## config.mk

```make
export PLATFORM = sky130hd
export DESIGN_NAME = uart_tx_buffered_flat
export DESIGN_NICKNAME = d
export VERILOG_FILES = /design/src/rtl/uart_pkg.sv /design/src/rtl/uart_tx_buffered_if.sv /design/src/rtl/uart_tx_fifo.sv /design/src/rtl/uart_tx_buffered.sv /design/src/flat_wrapper.sv
export SDC_FILE = /design/constraint.sdc
export NUM_CORES = 1
export LEC_CHECK = 0
export ABC_AREA = 1
export CORE_ASPECT_RATIO = 1.2
export CORE_UTILIZATION = 60
export DETAILED_ROUTE_END_ITERATION = 16
export GPL_ROUTABILITY_DRIVEN = 1
export GPL_TIMING_DRIVEN = 0
export PLACE_DENSITY = 0.86
export REMOVE_ABC_BUFFERS = 1
export SLEW_MARGIN = 30
export SYNTH_ARGS = -nofsm -noshare
export SYNTH_HDL_FRONTEND = slang
export SYNTH_HIERARCHICAL = 1
export SYNTH_SLANG_ARGS = --single-unit
```

## constraint.sdc

```tcl
create_clock -name sysclk -period 6.9 [get_ports sysclk]
set_input_delay 1.38 -clock sysclk [delete_from_list [all_inputs] [get_ports sysclk]]
set_output_delay 1.38 -clock sysclk [all_outputs]
set_load 0.01 [all_outputs]
```

## src/rtl/uart_pkg.sv

```systemverilog
// Shared UART constants and the transmit FSM state encoding.
// Used by the buffered transmitter and its 16x-oversampling receiver counterpart.
package uart_pkg;

  // Frame geometry common to both directions
  localparam int unsigned OVERSAMPLE = 16;
  localparam int unsigned DATA_BITS  = 8;
  localparam int unsigned STOP_BITS  = 1;
  localparam int unsigned OS_W       = $clog2(OVERSAMPLE);
  localparam int unsigned BIT_IDX_W  = $clog2(DATA_BITS);

  // Receiver samples each bit at the middle oversample tick
  localparam int unsigned RX_SAMPLE_POINT = OVERSAMPLE / 2;

  // Tick divider width covers the full CLK_DIV range
  localparam int unsigned DIV_W = 16;

  typedef enum logic [2:0] {
    IDLE   = 3'd0,
    START  = 3'd1,
    DATA   = 3'd2,
    PARITY = 3'd3,
    STOP   = 3'd4
  } tx_state_e;

  // Even parity bit: set when the byte holds an odd number of ones
  function automatic logic even_parity(input logic [DATA_BITS-1:0] d);
    return ^d;
  endfunction

endpackage

```

## src/rtl/uart_tx_buffered_if.sv

```systemverilog
// Valid/ready byte interface feeding the buffered UART transmitter.
interface uart_tx_buffered_if;

  logic [uart_pkg::DATA_BITS-1:0] tx_data;
  logic                           tx_valid;
  logic                           tx_ready;

  modport master (output tx_data, output tx_valid, input tx_ready);
  modport slave  (input tx_data, input tx_valid, output tx_ready);

endinterface

```

## src/rtl/uart_tx_fifo.sv

```systemverilog
// Synchronous first-word-fall-through byte FIFO with occupancy count.
// DEPTH must be a power of two so the pointers wrap naturally.
module uart_tx_fifo #(
  parameter  int unsigned DEPTH = 4,
  parameter  int unsigned WIDTH = 8,
  localparam int unsigned AW    = $clog2(DEPTH),
  localparam int unsigned CW    = AW + 1
) (
  input  logic             clk,
  input  logic             reset,
  input  logic             push,
  input  logic             pop,
  input  logic [WIDTH-1:0] wdata,
  output logic [WIDTH-1:0] rdata,
  output logic [CW-1:0]    count,
  output logic             full,
  output logic             empty
);

  logic [WIDTH-1:0] mem [DEPTH];
  logic [AW-1:0]    wr_ptr;
  logic [AW-1:0]    rd_ptr;
  logic             do_push;
  logic             do_pop;

  assign full    = (count == CW'(DEPTH));
  assign empty   = (count == '0);
  assign do_push = push && !full;
  assign do_pop  = pop && !empty;
  assign rdata   = mem[rd_ptr];

  // Storage array, written only on an accepted push
  always_ff @(posedge clk) begin
    if (reset && do_push) begin
      mem[wr_ptr] <= wdata;
    end
  end

  // Pointers and occupancy; simultaneous push and pop leave count unchanged
  always_ff @(posedge clk) begin
    if (!reset) begin
      wr_ptr <= '0;
      rd_ptr <= '0;
      count  <= '0;
    end else begin
      if (do_push) wr_ptr <= wr_ptr + 1'b1;
      if (do_pop)  rd_ptr <= rd_ptr + 1'b1;
      case ({do_push, do_pop})
        2'b10:   count <= count + 1'b1;
        2'b01:   count <= count - 1'b1;
        default: count <= count;
      endcase
    end
  end

endmodule

```

## src/rtl/uart_tx_buffered.sv

```systemverilog
// Buffered UART transmitter: valid/ready byte input, FIFO, 16x-oversampled
// frame encoder on txd. Default frame is 8N1; defining UART_TX_PARITY_EN
// inserts an even-parity bit before the stop bit (8E1).
module uart_tx_buffered
  import uart_pkg::*;
#(
  parameter  int unsigned CLK_DIV    = 326,
  parameter  int unsigned FIFO_DEPTH = 4,
  localparam int unsigned CNT_W      = $clog2(FIFO_DEPTH) + 1
) (
  input  logic                sysclk,
  input  logic                reset,
  uart_tx_buffered_if.slave   tx_in,
  output logic                txd,
  output logic                tx_busy,
  output logic [CNT_W-1:0]    fifo_count
);

  tx_state_e              state;
  logic [DIV_W-1:0]       div_q;
  logic [OS_W-1:0]        os_q;
  logic [BIT_IDX_W-1:0]   bit_idx;
  logic [DATA_BITS-1:0]   shift_q;
`ifdef UART_TX_PARITY_EN
  logic                   parity_q;
`endif
  logic                   ready_q;

  logic [DATA_BITS-1:0]   head;
  logic [CNT_W-1:0]       cnt;
  logic [CNT_W-1:0]       cnt_next;
  logic                   full;
  logic                   empty;
  logic                   push;
  logic                   pop;
  logic                   tick;
  logic                   bit_end;
  logic                   next_idle;

  // Byte buffer between the handshake and the frame encoder
  uart_tx_fifo #(
    .DEPTH (FIFO_DEPTH),
    .WIDTH (DATA_BITS)
  ) u_fifo (
    .clk   (sysclk),
    .reset (reset),
    .push  (push),
    .pop   (pop),
    .wdata (tx_in.tx_data),
    .rdata (head),
    .count (cnt),
    .full  (full),
    .empty (empty)
  );

  assign fifo_count     = cnt;
  assign tx_in.tx_ready = ready_q;

  // Handshake, bit timing and occupancy forecast
  always_comb begin
    push      = tx_in.tx_valid && ready_q && !full;
    tick      = (div_q == DIV_W'(CLK_DIV - 1));
    bit_end   = tick && (os_q == OS_W'(OVERSAMPLE - 1));
    pop       = !empty && ((state == IDLE) || ((state == STOP) && bit_end));
    next_idle = ((state == IDLE) && empty) || ((state == STOP) && bit_end && empty);
    cnt_next  = cnt;
    case ({push, pop})
      2'b10:   cnt_next = cnt + 1'b1;
      2'b01:   cnt_next = cnt - 1'b1;
      default: cnt_next = cnt;
    endcase
  end

  // Frame encoder FSM with registered txd, busy and ready
  always_ff @(posedge sysclk) begin
    if (!reset) begin
      state    <= IDLE;
      txd      <= 1'b1;
      div_q    <= '0;
      os_q     <= '0;
      bit_idx  <= '0;
      shift_q  <= '0;
`ifdef UART_TX_PARITY_EN
      parity_q <= 1'b0;
`endif
      tx_busy  <= 1'b0;
      ready_q  <= 1'b0;
    end else begin
      ready_q <= (cnt_next != CNT_W'(FIFO_DEPTH));
      tx_busy <= !next_idle || (cnt_next != '0);

      // Bit timing runs only while a frame is on the line
      if (state != IDLE) begin
        div_q <= tick ? '0 : div_q + 1'b1;
        if (tick) os_q <= os_q + 1'b1;
      end

      case (state)
        IDLE: begin
          txd <= 1'b1;
          if (pop) begin
            shift_q  <= head;
`ifdef UART_TX_PARITY_EN
            parity_q <= even_parity(head);
`endif
            state    <= START;
            txd      <= 1'b0;
            div_q    <= '0;
            os_q     <= '0;
          end
        end

        START: begin
          if (bit_end) begin
            state   <= DATA;
            bit_idx <= '0;
            txd     <= shift_q[0];
          end
        end

        DATA: begin
          if (bit_end) begin
            if (bit_idx == BIT_IDX_W'(DATA_BITS - 1)) begin
`ifdef UART_TX_PARITY_EN
              state <= PARITY;
              txd   <= parity_q;
`else
              state <= STOP;
              txd   <= 1'b1;
`endif
            end else begin
              shift_q <= shift_q >> 1;
              txd     <= shift_q[1];
              bit_idx <= bit_idx + 1'b1;
            end
          end
        end

`ifdef UART_TX_PARITY_EN
        PARITY: begin
          if (bit_end) begin
            state <= STOP;
            txd   <= 1'b1;
          end
        end
`endif

        STOP: begin
          txd <= 1'b1;
          if (bit_end) begin
            if (pop) begin
              // Next byte starts immediately: no idle gap between frames
              shift_q  <= head;
`ifdef UART_TX_PARITY_EN
              parity_q <= even_parity(head);
`endif
              state    <= START;
              txd      <= 1'b0;
              div_q    <= '0;
              os_q     <= '0;
            end else begin
              state <= IDLE;
            end
          end
        end

        default: begin
          state <= IDLE;
          txd   <= 1'b1;
        end
      endcase
    end
  end

endmodule

```

## src/flat_wrapper.sv

```systemverilog
// flat-port wrapper written by rule: the top's interface ports become plain ports
module uart_tx_buffered_flat import uart_pkg::*;
#(
  parameter  int unsigned CLK_DIV    = 326,
  parameter  int unsigned FIFO_DEPTH = 4,
  localparam int unsigned CNT_W      = $clog2(FIFO_DEPTH) + 1
)
  (sysclk, reset, txd, tx_busy, fifo_count, tx_in_tx_data, tx_in_tx_valid, tx_in_tx_ready);
  uart_tx_buffered_if tx_in_i ();
  input  logic sysclk;
  input  logic reset;
  output logic txd;
  output logic tx_busy;
  output logic [CNT_W-1:0] fifo_count;
  input wire logic [$bits(tx_in_i.tx_data)-1:0] tx_in_tx_data;
  input wire logic [$bits(tx_in_i.tx_valid)-1:0] tx_in_tx_valid;
  output wire logic [$bits(tx_in_i.tx_ready)-1:0] tx_in_tx_ready;
  assign tx_in_i.tx_data = tx_in_tx_data;
  assign tx_in_i.tx_valid = tx_in_tx_valid;
  assign tx_in_tx_ready = tx_in_i.tx_ready;
  uart_tx_buffered #(.CLK_DIV(CLK_DIV), .FIFO_DEPTH(FIFO_DEPTH)) u_core (.sysclk(sysclk), .reset(reset), .tx_in(tx_in_i), .txd(txd), .tx_busy(tx_busy), .fifo_count(fifo_count));
endmodule
```

==> results_dict.tcl, run 1 <==
set metrics [dict create \
    first_pass_iters 5 \
    p_per_area_mw_per_mm2 349 \
    r2r-start "u_core/div_q[0]" \
    crit_type "in2reg" \
    post-dp-hpwl_mm 5.18 \
    worst_r2r_endpoint "u_core/tx_busy" \
    cts_hold_buf 0 \
    synth_top_area_cell "edfxtp_1" \
    rsz0062_at_grt "no" \
    antenna_cells 0 \
    core-area_sq_mm 0.00609 \
    status "complete, no violations" \
    drc 0 \
    p_leak_nw 1.67 \
    end_kind "flop" \
    reg2reg_setup_slack_ns 3.44 \
    cp_data_arrival_time_ns 3.84 \
    row_count 31 \
    final.min_clock_period_ns 3.60 \
    grt_pass1_vias 2842 \
    post-route-period-util_pct 52.2 \
    finalInstanceArea_sq_mm 0.00423 \
    total_power_w 0.00148 \
    area_growth_pct 10.2 \
    grt_overflow 0 \
    grt_pass1_wl_mm 12.3 \
    htreeDepth 3 \
    cts_made_buffers 9 \
    crit_top_cell "nand2_1" \
    antenna_left 0 \
    place_area_sq_mm 0.00401 \
    required_ns 7.14 \
    io_pins 17 \
    drtIter0Drc 234 \
    syn-cell-area_sq_mm 0.00383 \
    synthArstFlopShare_pct 0 \
    path_delay_family "simple AND/OR/NAND/NOR gates" \
    clockBufferDepth 2 \
    clk_latency_ns 0.34 \
    cts.sinks 78 \
    hold_class "reg2reg" \
    finalMaxSlewViolations 0 \
    die_h_um 89.6 \
    fin_nets 502 \
    via_per_inst 5.37 \
    drv_cap 0 \
    reg2reg_depth 15 \
    synth-edff-count 32 \
    hold_viol 0 \
    path_cells "clkdlybuf4s50_1 -> nand2_1 -> nor2_1 -> inv_1 -> ha_1 -> fa_1 -> a21oi_1 -> o21ai_0 -> xnor2_1 -> nor3_1 -> nand2_1 -> nand2_1 -> inv_1" \
    synth_area_leaders "edfxtp_1 (25%), dfxtp_1 (24%), nand2_1 (8.0%)" \
    cts_tree "done" \
    path_buf_inv 3 \
    cts_setup_buffers 0 \
    yosysTopAreaCellShare_pct 25.1 \
    fmax_mhz 278 \
    hold_path_end "u_core/state[1]" \
    place_congestion 0.864 \
    grt_max_degree 23 \
    vdd_drop_max_mv 0.281 \
    die_x_um 75.0 \
    postSynthAreaPerCell_sq_um 8.34 \
    clkTransAtPathRegs_ns 0.07 \
    antenna_found_initial 0 \
    drive_above_1_share_pct 7.25 \
    routedWlPerCell_um 13.5 \
    portBuffers 16 \
    critPathMaxStageDelay_ns 0.46 \
    via_count 3035 \
    wl_mm 7.64 \
    dpl.cell_count 549 \
    seq_area_frac_synth_pct 49.1 \
    cp_slowest_cell "clkdlybuf4s50_1" \
    setup_tns_ns 0 \
    ys_types 39 \
    die_area_sq_mm 0.00672 \
    setup_viol 0 \
    initial_core_util_pct 63.0 \
    worst_pin_slew_ns 0.903 \
    hold_start "u_core/state[1]" \
    critical_path_peak_fanout 7 \
    fin_cells 565 \
    skew_ns 0.00670 \
    min_path_cells 2 \
    synth_ff_type "dfxtp_1" \
    grt_usage_pct 24.8 \
    relSlewSlack_pct 39.6 \
    postCtsResizedCells 0 \
    root_buffer "clkbuf_8" \
    yosys_warnings 6 \
    ys_ff_latch 78 \
    syn_inst 460 \
    cp-start-kind "input pin" \
]
-- layout make-up --
class                      instances  area [sq um]
sequential                        78          1880
fill                             465          1860
multi-input combinational        311          1640
inverter                          62           233
timing repair buffer              16           160
clock buffer                      10           128
tap                               82           103
clock inverter                     6          86.3
-- routing by layer --
layer | global-route usage, % | up-vias | share of wire (%)
met1 | 30.0 | 1392 | 43
li1 | - | 1536 | -
met2 | 41.2 | 90 | 50
met3 | 4.24 | 17 | 4.8
met5 | 0 | - | 0
met4 | 14.9 | 0 | 2.9
-- sequential cells by signal, summed over array words and instances (netlist names), named ones only --
register               flops
u_core/u_fifo/rd_ptr       2
u_core/u_fifo/mem         32
u_core/u_fifo/wr_ptr       2
u_core/bit_idx             3
u_core/state               3
u_core/tx_in.tx_ready      1
u_core/div_q              16
u_core/tx_busy             1
u_core/os_q                4
u_core/shift_q             8
u_core/txd                 1
u_core/u_fifo/count        3
-- per-stage QoR --
step           hold slack (ns)  util [%]  setup WS, ns
3_5_place_dp             0.458      65.9          3.03
2_1_floorplan            0.444         -          3.81
3_3_place_gp             0.457      65.9          3.09
6_report                 0.479      69.4          3.30
5_1_grt                  0.482      69.4          3.16
4_1_cts                  0.469      69.4          3.37
-- cells by family after synthesis --
logic type / share of synthesized area, %
AO/OA/AOI/OAI: 9.49
XOR/XNOR: 2.74
adder cells (fa/ha/maj): 4.63
buffers and inverters: 8.25
flip-flops: 49.1
multiplexers: 0.555
AND/OR/NAND/NOR: 25.3
-- cells in the final DEF, fill, tap and decap left out --
cell type	instances
mux2i_1	1
nand2_2	2
or2_2	3
o21ai_0	26
inv_1	59
inv_2	2
nor2_1	78
nand3_4	1
clkdlybuf4s50_1	16
nor2_4	2
clkinv_1	2
a21oi_1	23
nand2_1	82
dfxtp_1	46
xor2_1	11
o21ai_1	1
clkbuf_8	9
mux2_2	1
bufinv_16	2
clkinvlp_4	3
nor2_2	2
xnor2_1	1
a22oi_1	1
fa_1	2
nor3_1	9
a211oi_1	3
o21ai_2	3
clkbuf_1	1
nand3_1	25
o22ai_1	8
edfxtp_1	32
ha_1	11
nand3b_1	1
or2_1	1
nand3_2	4
nand4_1	7
nor3_4	1
o31ai_1	1
-- where the power goes --
group          internal, W  switching, W  leakage, nW  total, W
sequential        0.000537     0.0000493        0.664  0.000587
combinational     0.000188      0.000341        0.907  0.000528
clock             0.000202      0.000159       0.0962  0.000361
total             0.000927      0.000549         1.67   0.00148
-- cells in the mapped netlist (all sizes together), types with 2 or more instances --
| master | instances |
|---|---|
| ha | 11 |
| o22ai | 8 |
| inv | 61 |
| nor3 | 10 |
| or2 | 4 |
| xor2 | 11 |
| o21ai | 30 |
| nand4 | 7 |
| nand3 | 30 |
| edfxtp | 32 |
| fa | 2 |
| nor2 | 82 |
| clkbuf | 2 |
| a21oi | 23 |
| nand2 | 84 |
| a211oi | 3 |
| buf | 7 |
| dfxtp | 46 |
-- tightest hold or removal path: cells and delay by family (launching register included) --
kind            cells  cell delay (ns)
flops               1             0.31
compound gates      1             0.06
simple gates        1             0.06
-- worst max path at each step --
stage | start | endpoint | cells past startpoint
global route | tx_in_tx_valid | u_core/tx_busy | 13
global placement | tx_in_tx_valid | u_core/tx_busy | 13
finish | tx_in_tx_valid | u_core/tx_busy | 13
floorplan | tx_in_tx_valid | u_core/tx_busy | 12
CTS | tx_in_tx_valid | u_core/tx_busy | 13
detailed placement | tx_in_tx_valid | u_core/tx_busy | 13
(Power assumes the default switching activity.)
==> run 2, diff against run 1 <==
--- a/config.mk
+++ b/config.mk
@@ -7,11 +7,11 @@
 export LEC_CHECK = 0
 export ABC_AREA = 1
 export CORE_ASPECT_RATIO = 1.2
-export CORE_UTILIZATION = 60
+export CORE_UTILIZATION = 54
 export DETAILED_ROUTE_END_ITERATION = 16
 export GPL_ROUTABILITY_DRIVEN = 1
 export GPL_TIMING_DRIVEN = 0
-export PLACE_DENSITY = 0.86
+export PLACE_DENSITY = 0.82
 export REMOVE_ABC_BUFFERS = 1
 export SLEW_MARGIN = 30
 export SYNTH_ARGS = -nofsm -noshare
==> constraint.sdc (replaced) <==
create_clock -name sysclk -period 3.1 [get_ports sysclk]
set_input_delay 0.62 -clock sysclk [delete_from_list [all_inputs] [get_ports sysclk]]
set_output_delay 0.62 -clock sysclk [all_outputs]
set_load 0.01 [all_outputs]
==> run 2 against run 1 <==
Clock power grew to 2.6 times the previous value. Setup slack worse by 3.0 ns. Register-to-register slack worse by 3.1 ns. Combinational power is 130% higher. Sequential share of layout area is 0.65 points lower. Via count is 2.3% higher. Clock skew is 0.0016 ns lower. Routed wire length is 4.1% higher. Largest cell class unchanged.
==> results_dict.tcl, run 2 (synthesized netlist as in run 1, its figures left out) <==
set metrics [dict create \
    first_pass_iters 5 \
    drv_cap 0 \
    portBuffers 16 \
    clkTransAtPathRegs_ns 0.08 \
    p_per_area_mw_per_mm2 804 \
    post-dp-hpwl_mm 5.10 \
    die_x_um 78.9 \
    post-route-period-util_pct 90.1 \
    via_per_inst 5.44 \
    place_congestion 0.878 \
    final.min_clock_period_ns 2.79 \
    drtIter0Drc 160 \
    grt_max_degree 23 \
    fin_ws_ns 0.306 \
    finalInstanceArea_sq_mm 0.00429 \
    io_pins 17 \
    die_h_um 94.3 \
    cts_made_buffers 9 \
    drc 0 \
    end_kind "flop" \
    status "complete, no violations" \
    required_ns 3.35 \
    dpl.cell_count 554 \
    clk_latency_ns 0.36 \
    cts_tree "done" \
    antenna_left 0 \
    cts.sinks 78 \
    regMostFlops "u_core/u_fifo/mem" \
    hold_class "reg2reg" \
    rsz0062_at_grt "no" \
    grt_overflow 0 \
    core-area_sq_mm 0.00685 \
    relSlewSlack_pct 42.7 \
    vdd_drop_max_mv 0.534 \
    grt_usage_pct 22.4 \
    root_buffer "clkbuf_8" \
    layout_commonest_cell "nand2_1" \
    grt_pass1_vias 2998 \
    p_leak_nw 1.69 \
    reg2reg_depth 15 \
    skew_ns 0.00514 \
    grt_pass1_wl_mm 12.8 \
    dp_worst_setup_slack_ns -0.182 \
    fin_cells 571 \
    setup_viol 0 \
    finalMaxSlewViolations 0 \
    crit_type "reg2reg" \
    cp_data_arrival_time_ns 3.04 \
    antenna_found_initial 0 \
    area_growth_pct 11.9 \
    place_area_sq_mm 0.00402 \
    fmax_mhz 358 \
    fin_nets 503 \
    initial_core_util_pct 56.0 \
    htreeDepth 3 \
    min_path_cells 2 \
    routedWlPerCell_um 13.9 \
    largest_reg_flops 32 \
    wl_mm 7.96 \
    critical_path_peak_fanout 10 \
    die_area_sq_mm 0.00744 \
    clockBufferDepth 2 \
    cp-start-kind "flop" \
    row_count 33 \
    reg_top3 "u_core/u_fifo/mem: 32 flops, u_core/div_q: 16 flops, u_core/shift_q: 8 flops" \
    via_count 3104 \
    drive_above_1_share_pct 8.47 \
    reg2reg_setup_slack_ns 0.31 \
    final_cell_mix "nand2_1 (81), nor2_1 (78), inv_1 (58)" \
    hold_viol 0 \
    antenna_cells 0 \
    worst_pin_slew_ns 0.857 \
]
run 2: changes by cell type in the layout (fill, tap and decap cells not counted), sizes merged:
cell    delta
bufinv     +1
clkbuf     -1
inv        +1
clkinv     -1
nand3      +1
run 2: power by group:
| group | leakage [nW] | switching, W | internal (W) |
|---|---|---|---|
| combinational | 0.913 | 0.000789 | 0.000427 |
| clock | 0.112 | 0.000386 | 0.000537 |
| sequential | 0.664 | 0.000114 | 0.00120 |
run 2: per-stage QoR:
| step | hold slack, ns | setup TNS, ns | power [W] | utilization (%) |
|---|---|---|---|---|
| 2_1_floorplan | 0.444 | 0 | 0.00215 | - |
| 3_3_place_gp | 0.462 | -0.129 | 0.00241 | 58.7 |
| 3_5_place_dp | 0.469 | -0.239 | 0.00248 | 58.7 |
| 4_1_cts | 0.482 | 0 | 0.00341 | 62.3 |
| 5_1_grt | 0.513 | 0 | 0.00368 | 62.6 |
| 6_report | 0.478 | 0 | 0.00345 | 62.6 |
run 2: final timing paths:
kind / start / endpoint
max reg2reg: u_core/div_q[14] / u_core/tx_busy
min reg2reg: u_core/state[1] / u_core/state[1]
min: u_core/state[1] / u_core/state[1]
max: u_core/div_q[14] / u_core/tx_busy
run 2: metal layers:
layer / track usage, % / routed length [um] / up-vias
met1: 25.2 / 3220 / 1442
met4: 12.7 / 227 / 0
met5: 0 / 0 / -
li1: - / - / 1543
met2: 39.1 / 4080 / 96
met3: 5.05 / 427 / 23
run 2: final cells by class:
class | instances | area [sq um]
Inverter | 62 | 233
Multi-Input combinational cell | 312 | 1660
Clock inverter | 7 | 121
Tap cell | 87 | 109
Timing Repair Buffer | 16 | 160
Fill cell | 562 | 2560
Clock buffer | 9 | 124
Sequential cell | 78 | 1880
run 2: what timing repair did:
item                                    4_1_cts  5_1_grt
setup buffers                                 0        0
hold buffers                                  0        0
hold endpoints to repair                      0        0
gates resized for setup                       1        3
gates cloned                                  0        1
endpoints found under the setup margin        3        4
run 2: worst max-delay path: stages, from the launching register on:
cell     delay (ns)
dfxtp_1        0.34
nor2_1         0.22
nand2_1        0.14
nor2_4         0.18
nand3_4        0.13
nand2_2        0.15
nand3_4        0.15
inv_2          0.13
ha_1           0.21
fa_1           0.43
nor2_1         0.12
a22oi_1        0.11
nor3_1         0.19
nand2_1        0.07
nand2_1        0.05
inv_1          0.07
